**config.mk**
```make
export PLATFORM = sky130hd
export DESIGN_NAME = debounce_bank_flat
export DESIGN_NICKNAME = d
export VERILOG_FILES = /design/src/rtl/debounce_bank_if.sv /design/src/rtl/debounce_bank.sv /design/src/flat_wrapper.sv
export SDC_FILE = /design/constraint.sdc
export NUM_CORES = 1
export LEC_CHECK = 0
export CORE_MARGIN = 5
export CORE_UTILIZATION = 40
export CTS_CLUSTER_SIZE = 14
export DETAILED_ROUTE_END_ITERATION = 16
export GPL_TIMING_DRIVEN = 0
export HOLD_SLACK_MARGIN = 0.08
export PLACE_DENSITY = 0.65
export SYNTH_ARGS = -nofsm -noshare
export SYNTH_HDL_FRONTEND = slang
export SYNTH_SLANG_ARGS = --single-unit
```
**constraint.sdc**
```tcl
create_clock -name CLK -period 4.6 [get_ports CLK]
set_input_delay 0.92 -clock CLK [delete_from_list [all_inputs] [get_ports CLK]]
set_output_delay 0.92 -clock CLK [all_outputs]
set_load 0.005 [all_outputs]
```
**src/rtl/debounce_bank_if.sv**
```systemverilog
// Signal bundle between the debounce bank and its consumer (MCU port logic).
// The consumer side (master) drives the raw buttons and the acknowledge
// strobes; the debouncer side (slave) returns levels, strobes, flags and IRQ.
interface debounce_bank_if #(
  parameter int CHANNELS = 8
);
  logic [CHANNELS-1:0] PB;
  logic [CHANNELS-1:0] ACK;
  logic [CHANNELS-1:0] PB_state;
  logic [CHANNELS-1:0] PB_down;
  logic [CHANNELS-1:0] PB_up;
  logic [CHANNELS-1:0] EV_down;
  logic [CHANNELS-1:0] EV_up;
  logic                IRQ;

  modport master (
    output PB, ACK,
    input  PB_state, PB_down, PB_up, EV_down, EV_up, IRQ
  );

  modport slave (
    input  PB, ACK,
    output PB_state, PB_down, PB_up, EV_down, EV_up, IRQ
  );
endinterface

```
**src/rtl/debounce_bank.sv**
```systemverilog
// Multi-channel push-button debouncer. Each channel synchronises its raw
// input, requires 2^DELAY stable ticks before flipping its clean level, and
// emits one-cycle press/release strobes. Sticky event flags (write-1-to-clear
// via ACK, set wins over clear) feed a registered IRQ. A shared prescaler
// slows the tick so long windows need no wider counters.
module debounce_bank #(
  parameter int                  CHANNELS = 8,
  parameter int                  DELAY    = 16,
  parameter int                  PRESCALE = 0,
  parameter logic [CHANNELS-1:0] INVERT   = {CHANNELS{1'b1}}
) (
  input  logic             CLK,
  input  logic             RSTdash,
  debounce_bank_if.slave   bus
);

  localparam logic [DELAY-1:0] CNT_MAX = {DELAY{1'b1}};

  logic [CHANNELS-1:0] s0;
  logic [CHANNELS-1:0] s1;
  logic [CHANNELS-1:0] state_q;
  logic [CHANNELS-1:0] down_q;
  logic [CHANNELS-1:0] up_q;
  logic [CHANNELS-1:0] ev_down_q;
  logic [CHANNELS-1:0] ev_up_q;
  logic                irq_q;
  logic [DELAY-1:0]    cnt_q [CHANNELS];
  logic                tick;

  generate
    if (PRESCALE == 0) begin : g_no_prescale
      assign tick = 1'b1;
    end else begin : g_prescale
      logic [PRESCALE-1:0] pre_cnt;

      // Free-running prescaler; ticks once per wrap, shared by every channel.
      always_ff @(posedge CLK or negedge RSTdash) begin
        if (!RSTdash) pre_cnt <= '0;
        else          pre_cnt <= pre_cnt + 1'b1;
      end

      assign tick = &pre_cnt;
    end
  endgenerate

  // Synchronisers, debounce counters, clean level and edge strobes.
  always_ff @(posedge CLK or negedge RSTdash) begin
    if (!RSTdash) begin
      s0      <= '0;
      s1      <= '0;
      state_q <= '0;
      down_q  <= '0;
      up_q    <= '0;
      for (int i = 0; i < CHANNELS; i++) cnt_q[i] <= '0;
    end else begin
      s0     <= bus.PB ^ INVERT;
      s1     <= s0;
      down_q <= '0;
      up_q   <= '0;
      for (int i = 0; i < CHANNELS; i++) begin
        // A channel whose synced input matches its level restarts the window,
        // so any bounce back before the window completes is ignored.
        if (s1[i] == state_q[i]) begin
          cnt_q[i] <= '0;
        end else if (tick) begin
          if (cnt_q[i] == CNT_MAX) begin
            cnt_q[i]   <= '0;
            state_q[i] <= ~state_q[i];
            down_q[i]  <= s1[i];
            up_q[i]    <= ~s1[i];
          end else begin
            cnt_q[i] <= cnt_q[i] + 1'b1;
          end
        end
      end
    end
  end

  // Sticky event flags: a strobe sets, ACK clears, set wins on collision.
  always_ff @(posedge CLK or negedge RSTdash) begin
    if (!RSTdash) begin
      ev_down_q <= '0;
      ev_up_q   <= '0;
    end else begin
      ev_down_q <= down_q | (ev_down_q & ~bus.ACK);
      ev_up_q   <= up_q   | (ev_up_q   & ~bus.ACK);
    end
  end

  // Interrupt follows the flags with one cycle of lag.
  always_ff @(posedge CLK or negedge RSTdash) begin
    if (!RSTdash) irq_q <= 1'b0;
    else          irq_q <= |(ev_down_q | ev_up_q);
  end

  assign bus.PB_state = state_q;
  assign bus.PB_down  = down_q;
  assign bus.PB_up    = up_q;
  assign bus.EV_down  = ev_down_q;
  assign bus.EV_up    = ev_up_q;
  assign bus.IRQ      = irq_q;

endmodule
```
**src/flat_wrapper.sv**
```systemverilog
// flat-port wrapper written by rule: the top's interface ports become plain ports
module debounce_bank_flat 
#(
  parameter int                  CHANNELS = 8,
  parameter int                  DELAY    = 16,
  parameter int                  PRESCALE = 0,
  parameter logic [CHANNELS-1:0] INVERT   = {CHANNELS{1'b1}}
)
  (CLK, RSTdash, bus_PB, bus_ACK, bus_PB_state, bus_PB_down, bus_PB_up, bus_EV_down, bus_EV_up, bus_IRQ);
  debounce_bank_if #(.CHANNELS(CHANNELS)) bus_i ();
  input  logic CLK;
  input  logic RSTdash;
  input wire logic [$bits(bus_i.PB)-1:0] bus_PB;
  input wire logic [$bits(bus_i.ACK)-1:0] bus_ACK;
  output wire logic [$bits(bus_i.PB_state)-1:0] bus_PB_state;
  output wire logic [$bits(bus_i.PB_down)-1:0] bus_PB_down;
  output wire logic [$bits(bus_i.PB_up)-1:0] bus_PB_up;
  output wire logic [$bits(bus_i.EV_down)-1:0] bus_EV_down;
  output wire logic [$bits(bus_i.EV_up)-1:0] bus_EV_up;
  output wire logic [$bits(bus_i.IRQ)-1:0] bus_IRQ;
  assign bus_i.PB = bus_PB;
  assign bus_i.ACK = bus_ACK;
  assign bus_PB_state = bus_i.PB_state;
  assign bus_PB_down = bus_i.PB_down;
  assign bus_PB_up = bus_i.PB_up;
  assign bus_EV_down = bus_i.EV_down;
  assign bus_EV_up = bus_i.EV_up;
  assign bus_IRQ = bus_i.IRQ;
  debounce_bank #(.CHANNELS(CHANNELS), .DELAY(DELAY), .PRESCALE(PRESCALE), .INVERT(INVERT)) u_core (.CLK(CLK), .RSTdash(RSTdash), .bus(bus_i));
endmodule
```
==> metrics.txt <==
count of cell types in the netlist=25; Nets=roughly 850; largest net degree at the start of global routing=between 100 and 150; post-CTS resize count=0; vias in the first global route=5184; I/O pin count=a little under 60; die area=between 20000 and 25000 um2; Comb power frac=0.035; clk_skew=roughly 8.0 ps; Total Routed Length=around 14000 um; Pre-antenna DRT Iters=4; first-pass GRT wire length=about 26000 um; CP Launch Type=flip-flop; Routed Antenna Nets=0; crit-path cells=clkdlybuf4s50_1; Max VDD drop=about 0.00025 V; P_leak=~4.3 nW; TritonCTS Buffers=17; clk_lat worst skew=430 ps; max incr delay on CP=around 570 ps; RePlAce Congestion=a little over 0.7; # setup viols final=0; Mapped Nets=~770; vias post-DR=around 5300; Vias/cell=4.78; Seq/Total Area, Yosys=0.563; post-CTS setup buffer count=0; Area growth, synth to finish=19.1%; Clk pin slew, worst setup/hold paths=60 ps; pre-CTS setup slack=2620 ps; Final Slew Violations=0; max_slew headroom=0.600; Seq cells post-synth=185; Antenna diodes=0; H-tree levels=4; PnR Total Power=around 3.3 mW; min Tclk post-route=2420 ps; final hold violation count=0; ratio of final minimum period to clock period=0.526; Initial Util=0.406; hpwl dp=slightly below 10000 um; design area=roughly 9800 um2; Buf/Inv on CP=1; CTS tree=done; Crit Path Category=flip-flop to output port; post-synthesis instance area=8220 um2; initial antenna violation count=0; layout cells sized above 1=0.0915; total core area=a little over 20000 um2; drc violations=0; Seq pwr share=0.504; gr usage total=0.132; Hold WC Path Type=flip-flop to flip-flop; Worst setup EP type=output port; placed cells=between 1000 and 1500; chip height=153 um; Syn Area/Cell=around 11 um2; Finished Layout Cells=~1100; Gate Count Post-Synth=between 700 and 800; # clock sinks=roughly 190; Sw Pwr=~0.67 mW; die width=153 um; Root Driver=clkbuf_16; CTS Hold Buffers Added=0; IO buf count=58; Max clock buf depth=2; status=finished clean; crit path max-delay cell type=clkdlybuf4s50_1; cell internal pwr=between 2 and 3 mW; Max-Cap Viols=0; largest delay contributor family on the critical path=buffers and inverters; synthesis warning total=0; DRT iter0 DRCs=164; Worst EP arrival=1500 ps; WL/cell=13.2 um; Sw Share=0.203; clock power share=0.461; PD cells=~340 nW/um2; Worst EP required=between 3000 and 4000 ps; Fmax achieved=around 410 MHz; placed cell areas=around 9000 um2; # rows=52; Worst Tran Pin Value=601 ps; Setup WS post-layout=2180 ps; unrepaired setup endpoints after global routing=no; GRT overflow=0; Worst Path Max Fanout=3
cells in the mapped netlist:
cell type | count | area, um2
and4_1 | 2 | 17.5
nor3_1 | 31 | 155
buf_6 | 7 | 78.8
nand3_1 | 33 | 165
mux2_2 | 1 | 11.3
nor4_1 | 28 | 175
xnor2_1 | 108 | 946
nand3_2 | 7 | 70.1
nand2b_4 | 7 | 96.3
nor2_1 | 157 | 589
ha_1 | 8 | 100
or4_4 | 7 | 78.8
and3_1 | 2 | 12.5
nor2b_1 | 1 | 6.26
nand4_4 | 10 | 213
buf_2 | 1 | 5.00
inv_1 | 46 | 173
a21o_1 | 16 | 120
xor2_1 | 12 | 105
nor3b_1 | 16 | 120
nand4_1 | 24 | 150
dfrtp_1 | 185 | 4630
a41o_1 | 1 | 10.0
nand2_1 | 24 | 90.1
mux2_4 | 7 | 105
sequential cells by signal (all words and copies together) (netlist names):
signal               count
u_core.bus.IRQ           1
u_core.cnt_q           128
u_core.s0                8
u_core.s1                8
u_core.bus.EV_up         8
u_core.bus.PB_state      8
u_core.bus.PB_down       8
u_core.bus.PB_up         8
u_core.bus.EV_down       8
worst paths after layout:
| kind | startpoint | to | slack (ps) | depth (start not counted) |
|---|---|---|---|---|
| max | u_core.bus.EV_up[7]$_DFF_PN0_ | bus_EV_up[7] | 2180 | 1 |
| min reg2reg | u_core.s0[6]$_DFF_PN0_ | u_core.s1[6]$_DFF_PN0_ | 350 | 0 |
| min | u_core.s0[6]$_DFF_PN0_ | u_core.s1[6]$_DFF_PN0_ | 350 | 0 |
| min in group asynchronous | RSTdash | u_core.cnt_q[110]$_DFF_PN0_ | 460 | 1 |
| max reg2reg | u_core.cnt_q[0]$_DFF_PN0_ | u_core.cnt_q[9]$_DFF_PN0_ | 2720 | 6 |
| max in group asynchronous | RSTdash | u_core.cnt_q[114]$_DFF_PN0_ | 3170 | 2 |
per-layer routing:
metal,wire length (um),GRT usage,up-vias
li1,-,-,2638
met1,7260,0.184,2542
met2,6530,0.202,67
met3,553,0.0416,12
met4,146,0.0328,0
met5,0,0,-
worst register-to-register path, stage by stage, from the launching register on:
cell      delay (ps)
dfrtp_1          390
ha_1             220
nand3_2          180
or4_4            630
nand2b_4         130
buf_6            150
nor2_1            60
cell usage in the layout, fill, tap and decap left out, types with 10 or more instances in the layout:
cell type,n
clkdlybuf4s50_1,57
nand3_1,33
a21o_1,16
nor3b_1,16
nor3_1,31
dfrtp_1,185
clkbuf_16,17
xnor2_1,108
nor4_1,28
inv_1,46
nor2_1,157
nand4_1,24
nand2_1,24
nand4_4,10
xor2_1,12
power groups by stage:
stage          sequential [mW]  clock, mW  combinational, mW
3_3_place_gp              1.70          0              0.116
4_1_cts                   1.67       1.58              0.121
2_1_floorplan             1.70          0             0.0580
5_1_grt                   1.68       1.65              0.135
6_report                  1.67       1.53              0.116
3_5_place_dp              1.70          0              0.120
per-stage QoR:
step | utilization | hold WS (ps) | setup TNS [ps]
detailed placement | 0.453 | 335 | 0
CTS | 0.484 | 349 | 0
global route | 0.484 | 352 | 0
floorplan | - | 331 | 0
global placement | 0.452 | 333 | -963100
finish | 0.484 | 348 | 0
area by class of cell:
class                      count  area, um2
buffer                         8       83.8
clock buffer                  24        482
clock inverter                 7        140
fill                        1817      10400
inverter                      46        173
multi-input combinational    502       3340
sequential                   185       4630
tap                          270        338
timing repair buffer          59        613
kinds of logic (layout without fill, tap and decap cells):
family | after synthesis | in the layout | synth area share
AO/OA/AOI/OAI | 17 | 17 | 0.0158
flip-flops | 185 | 185 | 0.563
adder cells (fa/ha/maj) | 8 | 8 | 0.0122
AND/OR/NAND/NOR | 349 | 349 | 0.236
multiplexers | 8 | 8 | 0.0142
buffers and inverters | 54 | 144 | 0.0312
XOR/XNOR | 120 | 120 | 0.128
Power figures use the tool's default switching activity.
